--- src/rtl/counter_sched_pkg.sv ---
// Shared types and constants for the counter_sched scheduler and its arbiter.
package counter_sched_pkg;

  localparam int WIDTH_DEF = 8;

  localparam logic REQ_IDX0 = 1'b0;
  localparam logic REQ_IDX1 = 1'b1;

  typedef enum logic [1:0] {
    ST_IDLE = 2'b00,
    ST_LOAD = 2'b01,
    ST_RUN  = 2'b10,
    ST_DONE = 2'b11
  } state_t;

  function automatic logic [1:0] idx2onehot(input logic idx);
    return idx ? 2'b10 : 2'b01;
  endfunction

endpackage

--- src/rtl/counter_sched_rr_arbiter2.sv ---
// Two-way arbiter: round-robin when COUNTER_SCHED_RR_EN is defined,
// otherwise fixed priority with requester 0 winning ties.
module rr_arbiter2
  import counter_sched_pkg::*;
(
  input  logic       clock,
  input  logic       reset,
  input  logic [1:0] req,
  input  logic       adv,
  input  logic       last,
  output logic [1:0] win
);

`ifdef COUNTER_SCHED_RR_EN
  logic ptr_r;

  // Pointer favours the requester that did not win the window just closed.
  always_ff @(posedge clock or negedge reset) begin
    if (!reset) begin
      ptr_r <= REQ_IDX0;
    end else if (adv) begin
      ptr_r <= ~last;
    end else begin
      ptr_r <= ptr_r;
    end
  end

  // Favoured requester first, the other one otherwise.
  always_comb begin
    win = 2'b00;
    if ((ptr_r == REQ_IDX1) && req[1]) begin
      win = 2'b10;
    end else if (req[0]) begin
      win = 2'b01;
    end else if (req[1]) begin
      win = 2'b10;
    end else begin
      win = 2'b00;
    end
  end
`else
  logic unused_s;
  assign unused_s = ^{clock, reset, adv, last};

  // Requester 0 always has priority.
  always_comb begin
    win = 2'b00;
    if (req[0]) begin
      win = 2'b01;
    end else if (req[1]) begin
      win = 2'b10;
    end else begin
      win = 2'b00;
    end
  end
`endif

endmodule

--- src/rtl/counter_sched.sv ---
// Shares one up-counter between two requesters by granting counting windows.
// Build option: COUNTER_SCHED_RR_EN selects round-robin arbitration.
module counter_sched
  import counter_sched_pkg::*;
#(
  parameter int WIDTH = WIDTH_DEF
) (
  input  logic             clock,
  input  logic             reset,
  input  logic [1:0]       req,
  input  logic [WIDTH-1:0] start0,
  input  logic [WIDTH-1:0] start1,
  input  logic [WIDTH-1:0] end0,
  input  logic [WIDTH-1:0] end1,
  output logic [1:0]       gnt,
  output logic [1:0]       done,
  output logic             busy,
  output logic             cnt_load,
  output logic             cnt_enable,
  output logic [WIDTH-1:0] cnt_data,
  input  logic [WIDTH-1:0] count_in
);

  state_t           state_r;
  state_t           state_s;
  logic             win_r;
  logic [WIDTH-1:0] start_r;
  logic [WIDTH-1:0] end_r;
  logic [1:0]       arb_win_s;
  logic             adv_s;
  logic             abort_s;

  rr_arbiter2 u_arb (
    .clock (clock),
    .reset (reset),
    .req   (req),
    .adv   (adv_s),
    .last  (win_r),
    .win   (arb_win_s)
  );

  assign abort_s  = ~req[win_r];
  assign busy     = (state_r != ST_IDLE);
  assign cnt_data = start_r;

  // State register plus winner/start/end capture at grant time.
  always_ff @(posedge clock or negedge reset) begin
    if (!reset) begin
      state_r <= ST_IDLE;
      win_r   <= REQ_IDX0;
      start_r <= {WIDTH{1'b0}};
      end_r   <= {WIDTH{1'b0}};
    end else begin
      state_r <= state_s;
      if ((state_r == ST_IDLE) && (|req)) begin
        win_r   <= arb_win_s[1];
        start_r <= arb_win_s[1] ? start1 : start0;
        end_r   <= arb_win_s[1] ? end1 : end0;
      end else begin
        win_r   <= win_r;
        start_r <= start_r;
        end_r   <= end_r;
      end
    end
  end

  // Next state and counter controls; an abort also blocks LOAD so the counter holds.
  always_comb begin
    state_s    = state_r;
    gnt        = 2'b00;
    done       = 2'b00;
    cnt_load   = 1'b0;
    cnt_enable = 1'b0;
    adv_s      = 1'b0;
    case (state_r)
      ST_IDLE: begin
        if (|req) begin
          state_s = ST_LOAD;
        end else begin
          state_s = ST_IDLE;
        end
      end
      ST_LOAD: begin
        gnt = idx2onehot(win_r);
        if (abort_s) begin
          adv_s   = 1'b1;
          state_s = ST_IDLE;
        end else begin
          cnt_load = 1'b1;
          state_s  = ST_RUN;
        end
      end
      ST_RUN: begin
        gnt = idx2onehot(win_r);
        if (abort_s) begin
          adv_s   = 1'b1;
          state_s = ST_IDLE;
        end else if (count_in == end_r) begin
          state_s = ST_DONE;
        end else begin
          cnt_enable = 1'b1;
          state_s    = ST_RUN;
        end
      end
      ST_DONE: begin
        gnt     = idx2onehot(win_r);
        done    = idx2onehot(win_r);
        adv_s   = 1'b1;
        state_s = ST_IDLE;
      end
      default: begin
        state_s = ST_IDLE;
      end
    endcase
  end

endmodule

--- config.mk ---
export PLATFORM = sky130hd
export DESIGN_NAME = counter_sched
export DESIGN_NICKNAME = d
export VERILOG_FILES = /design/src/rtl/counter_sched_pkg.sv /design/src/rtl/counter_sched_rr_arbiter2.sv /design/src/rtl/counter_sched.sv
export SDC_FILE = /design/constraint.sdc
export NUM_CORES = 1
export LEC_CHECK = 0
export BUFFER_PORTS_ARGS = -buffer_cell sky130_fd_sc_hd__buf_2
export CAP_MARGIN = 15
export CORE_UTILIZATION = 40
export CTS_BUF_LIST = sky130_fd_sc_hd__clkbuf_4 sky130_fd_sc_hd__clkbuf_8 sky130_fd_sc_hd__clkbuf_16
export DETAILED_ROUTE_END_ITERATION = 8
export PLACE_DENSITY_LB_ADDON = 0.25
export SLEW_MARGIN = 40
export SYNTH_ARGS = -nofsm -noshare
export SYNTH_HDL_FRONTEND = slang
export SYNTH_SLANG_ARGS = --single-unit
--- constraint.sdc ---
create_clock -name clock -period 1.6 [get_ports clock]
set_clock_uncertainty 0.2 [all_clocks]
set_input_delay 0.08 -clock clock [delete_from_list [all_inputs] [get_ports clock]]
set_output_delay 0.08 -clock clock [all_outputs]
set_load 0.005 [all_outputs]
==> results_dict.tcl <==
set metrics [dict create \
    n_antenna_cell 0 \
    hpwl_mm 1.812 \
    avgViaCountPerCell 4.705 \
    setup_slack_ns -0.1623 \
    slowest_stage "dfrtp_1" \
    cts_buffers 3 \
    clock_latency_ns 0.30 \
    min_path_cells 3 \
    ys.flop_type "dfrtp_1" \
    cts_tree "built" \
    grt_pass1_wl_mm 4.933 \
    drtAntennaViolNets 0 \
    gr-total-overflow 0 \
    antenna_found_initial 0 \
    status "finished with violations" \
    regToRegStartpoint "end_r[0]$_DFFE_PN0P_" \
    drcViolationCount 0 \
    power.share.clock_pct 9.5 \
    grt_use_total_pct 21.00 \
    routed_wl_mm 3.037 \
    grt_pass1_vias 1110 \
    tightest_slew_ns 0.4243 \
    max_freq_ghz 0.5675 \
    intPower_uw 1733 \
    fin_crit_ns 1.762 \
    violations "hold timing, setup timing" \
    ioPinCount 59 \
    cts_htree_levels 1 \
    switching_share_pct 32.45 \
    cts.path.max_buffers 2 \
    finalHoldViolCount 1 \
    worstSetupPathType "reg -> out" \
    synth_area_per_cell_um2 13.91 \
    hold_end "state_r[1]$_DFF_PN0_" \
    fin_crit_sh_pct 110.1 \
    gp_congestion 0.7538 \
    combPwrFrac_pct 55.6 \
    drive_above_1_share_pct 61.14 \
    pwr-share-seq_pct 34.9 \
    synth-edff-count 0 \
    die-area_mm2 0.003106 \
    grt_max_degree 20 \
    setup_viol 2 \
    grt_setup_unrepaired "true" \
    hp-class "in -> reg" \
    finalMaxSlewViolations 0 \
    die_h_um 55.73 \
    dieWidth_um 55.73 \
    syn_inst 83 \
    critPathCaptureType "primary output" \
    slowest_delay_ns 0.41 \
    worstPathRequired_ns 1.32 \
    crit_path_cell_trace "xor2_1, nor4_2, a21boi_1, buf_2" \
    regToRegSetupSlack_ns -0.10 \
    cp_max_fo 2 \
    startpoint_type "flip-flop" \
    dr.pass1.iters 2 \
    worst_hold_startpoint "req[0]" \
    cts_sinks 19 \
    yosys_warnings 0 \
    coreArea_mm2 0.002734 \
    finalPower_uw 2565 \
    synthDistinctLibCells 21 \
    vias 1054 \
    drv.max_cap_violation_count 0 \
    syn_area_mm2 0.001155 \
    row_count 19 \
    worstReg2RegEnd "state_r[0]$_DFF_PN0_" \
    synth_area_leader_cell "dfrtp_1" \
    synth_nets 127 \
    portBuffers 58 \
    irDropWorstVdd_mv 1.009 \
    reg2reg_depth 7 \
    final_nets 238 \
    start_util_pct 42.24 \
    clkTransAtPathRegs_ns 0.12 \
    powerDensity_mw_per_mm2 1288 \
    crit_arrival_ns 1.48 \
    syn2layout_area_growth_pct 72.48 \
    cts-root-buf "clkbuf_4" \
    drtIter0Drc 37 \
    synth_top_area_share_pct 41.17 \
    whs_ns -0.0008311 \
    synth.area.top_cells "dfrtp_1 41%, mux2_4 26%, mux2_2 12%, xor2_1 6.1%, buf_6 2.0%" \
    fin_util_pct 72.86 \
    synth_async_sr_flop_share_pct 100.0 \
    p_leak_uw 0.001004 \
    p_sw_uw 832.4 \
    slew_headroom_pct 71.71 \
    ys_seq_area_share_pct 41.17 \
    wl_per_cell_um 13.56 \
    ys_ff_latch 19 \
]
-- power groups by stage --
| stage | Sequential (µW) | Clock, µW | Combinational [µW] |
|---|---|---|---|
| after CTS | 890 | 249 | 1360 |
| after floorplan | 899 | 0 | 768 |
| after global placement | 887 | 0 | 1100 |
| final | 895 | 244 | 1430 |
| after global routing | 923 | 265 | 1530 |
| after detailed placement | 904 | 0 | 1130 |
-- registers in the layout, indices dropped and copies added, names as in the netlist --
register / cells
cnt_data: 8
end_r: 8
state_r: 2
win_r: 1
-- synth_stat cells, types with 2 or more instances --
master	number
mux2_4	20
dfrtp_1	19
mux2_2	12
xor2_1	8
nor2_1	3
a21oi_1	2
buf_6	2
nor2b_1	2
nor3b_1	2
nor4_1	2
-- how the worst max path moves through the flow --
| stage | start | to | depth (start not counted) |
|---|---|---|---|
| final | end_r[6]$_DFFE_PN0P_ | cnt_enable | 4 |
| after global placement | state_r[0]$_DFF_PN0_ | end_r[6]$_DFFE_PN0P_ | 4 |
| after global routing | end_r[6]$_DFFE_PN0P_ | cnt_enable | 4 |
| after CTS | end_r[0]$_DFFE_PN0P_ | cnt_enable | 4 |
| after floorplan | state_r[0]$_DFF_PN0_ | cnt_data[0]$_DFFE_PN0P_ | 5 |
| after detailed placement | end_r[7]$_DFFE_PN0P_ | cnt_enable | 4 |
-- per-layer routing --
metal / track usage (%) / vias to the layer above / wire, µm
li1: - / 515 / -
met1: 25.19 / 499 / 1253
met3: 2.558 / 8 / 108
met5: 0 / - / 0
met2: 36.49 / 32 / 1585
met4: 11.43 / 0 / 89
-- stage by stage --
stage / cells / hold slack [ns] / area, µm² / TNS (ns) / worst slack (ns)
final: 224 / -0.0008311 / 1992 / -0.2607 / -0.1623
after global routing: 224 / 0.01157 / 1992 / -0.4621 / -0.2088
after CTS: 223 / 0.002248 / 1969 / -0.2328 / -0.1364
after detailed placement: 174 / -0.1607 / 1499 / 0 / 0.04450
after global placement: 174 / -0.1588 / 1499 / 0 / 0.09781
after floorplan: 83 / -0.4156 / 1167 / -0.2105 / -0.02338
-- logic make-up (layout without fill, tap and decap cells) --
group | after synthesis | count (layout) | share of synthesized area, %
buffers and inverters | 5 | 115 | 4.659
DFF | 19 | 19 | 41.17
xor gates and xnor gates | 9 | 9 | 6.826
AOI/OAI and AO/OA | 5 | 5 | 2.926
muxes | 33 | 33 | 38.57
and+or+nand+nor | 12 | 12 | 5.850
-- cell usage in the layout (no fill, tap or decap), types with 3 or more instances in the layout --
cell / netlist / routed
xor2_1: 8 / 8
mux2_2: 12 / 11
buf_2: 0 / 58
nor2_1: 3 / 3
clkbuf_4: 0 / 3
dlygate4sd3_1: 0 / 35
mux2_4: 20 / 21
buf_4: 1 / 14
dfrtp_1: 19 / 19
-- worst max-delay path: cells and delay by family (launching register included) --
family,cells,cell delay (ns)
flip-flops,1,0.41
XOR/XNOR,1,0.16
buffers and inverters,1,0.14
AO/OA/AOI/OAI,1,0.12
AND/OR/NAND/NOR,1,0.35
-- repair_timing --
action	4_1_cts	5_1_grt
pin swaps	5	3
endpoints found under the hold margin	37	0
hold buffers	35	0
setup endpoints to repair	1	9
gates resized for setup	3	5
setup buffers	10	1
-- area by class of cell --
class | count | area (µm²)
clock buffer | 3 | 22.52
clock inverter | 1 | 5.005
fill | 181 | 742.0
inverter | 1 | 3.754
multi-input combinational | 59 | 658.1
sequential | 19 | 475.5
tap | 31 | 38.79
timing repair buffer | 110 | 788.3
No activity file was read; power rests on OpenSTA's default activity.
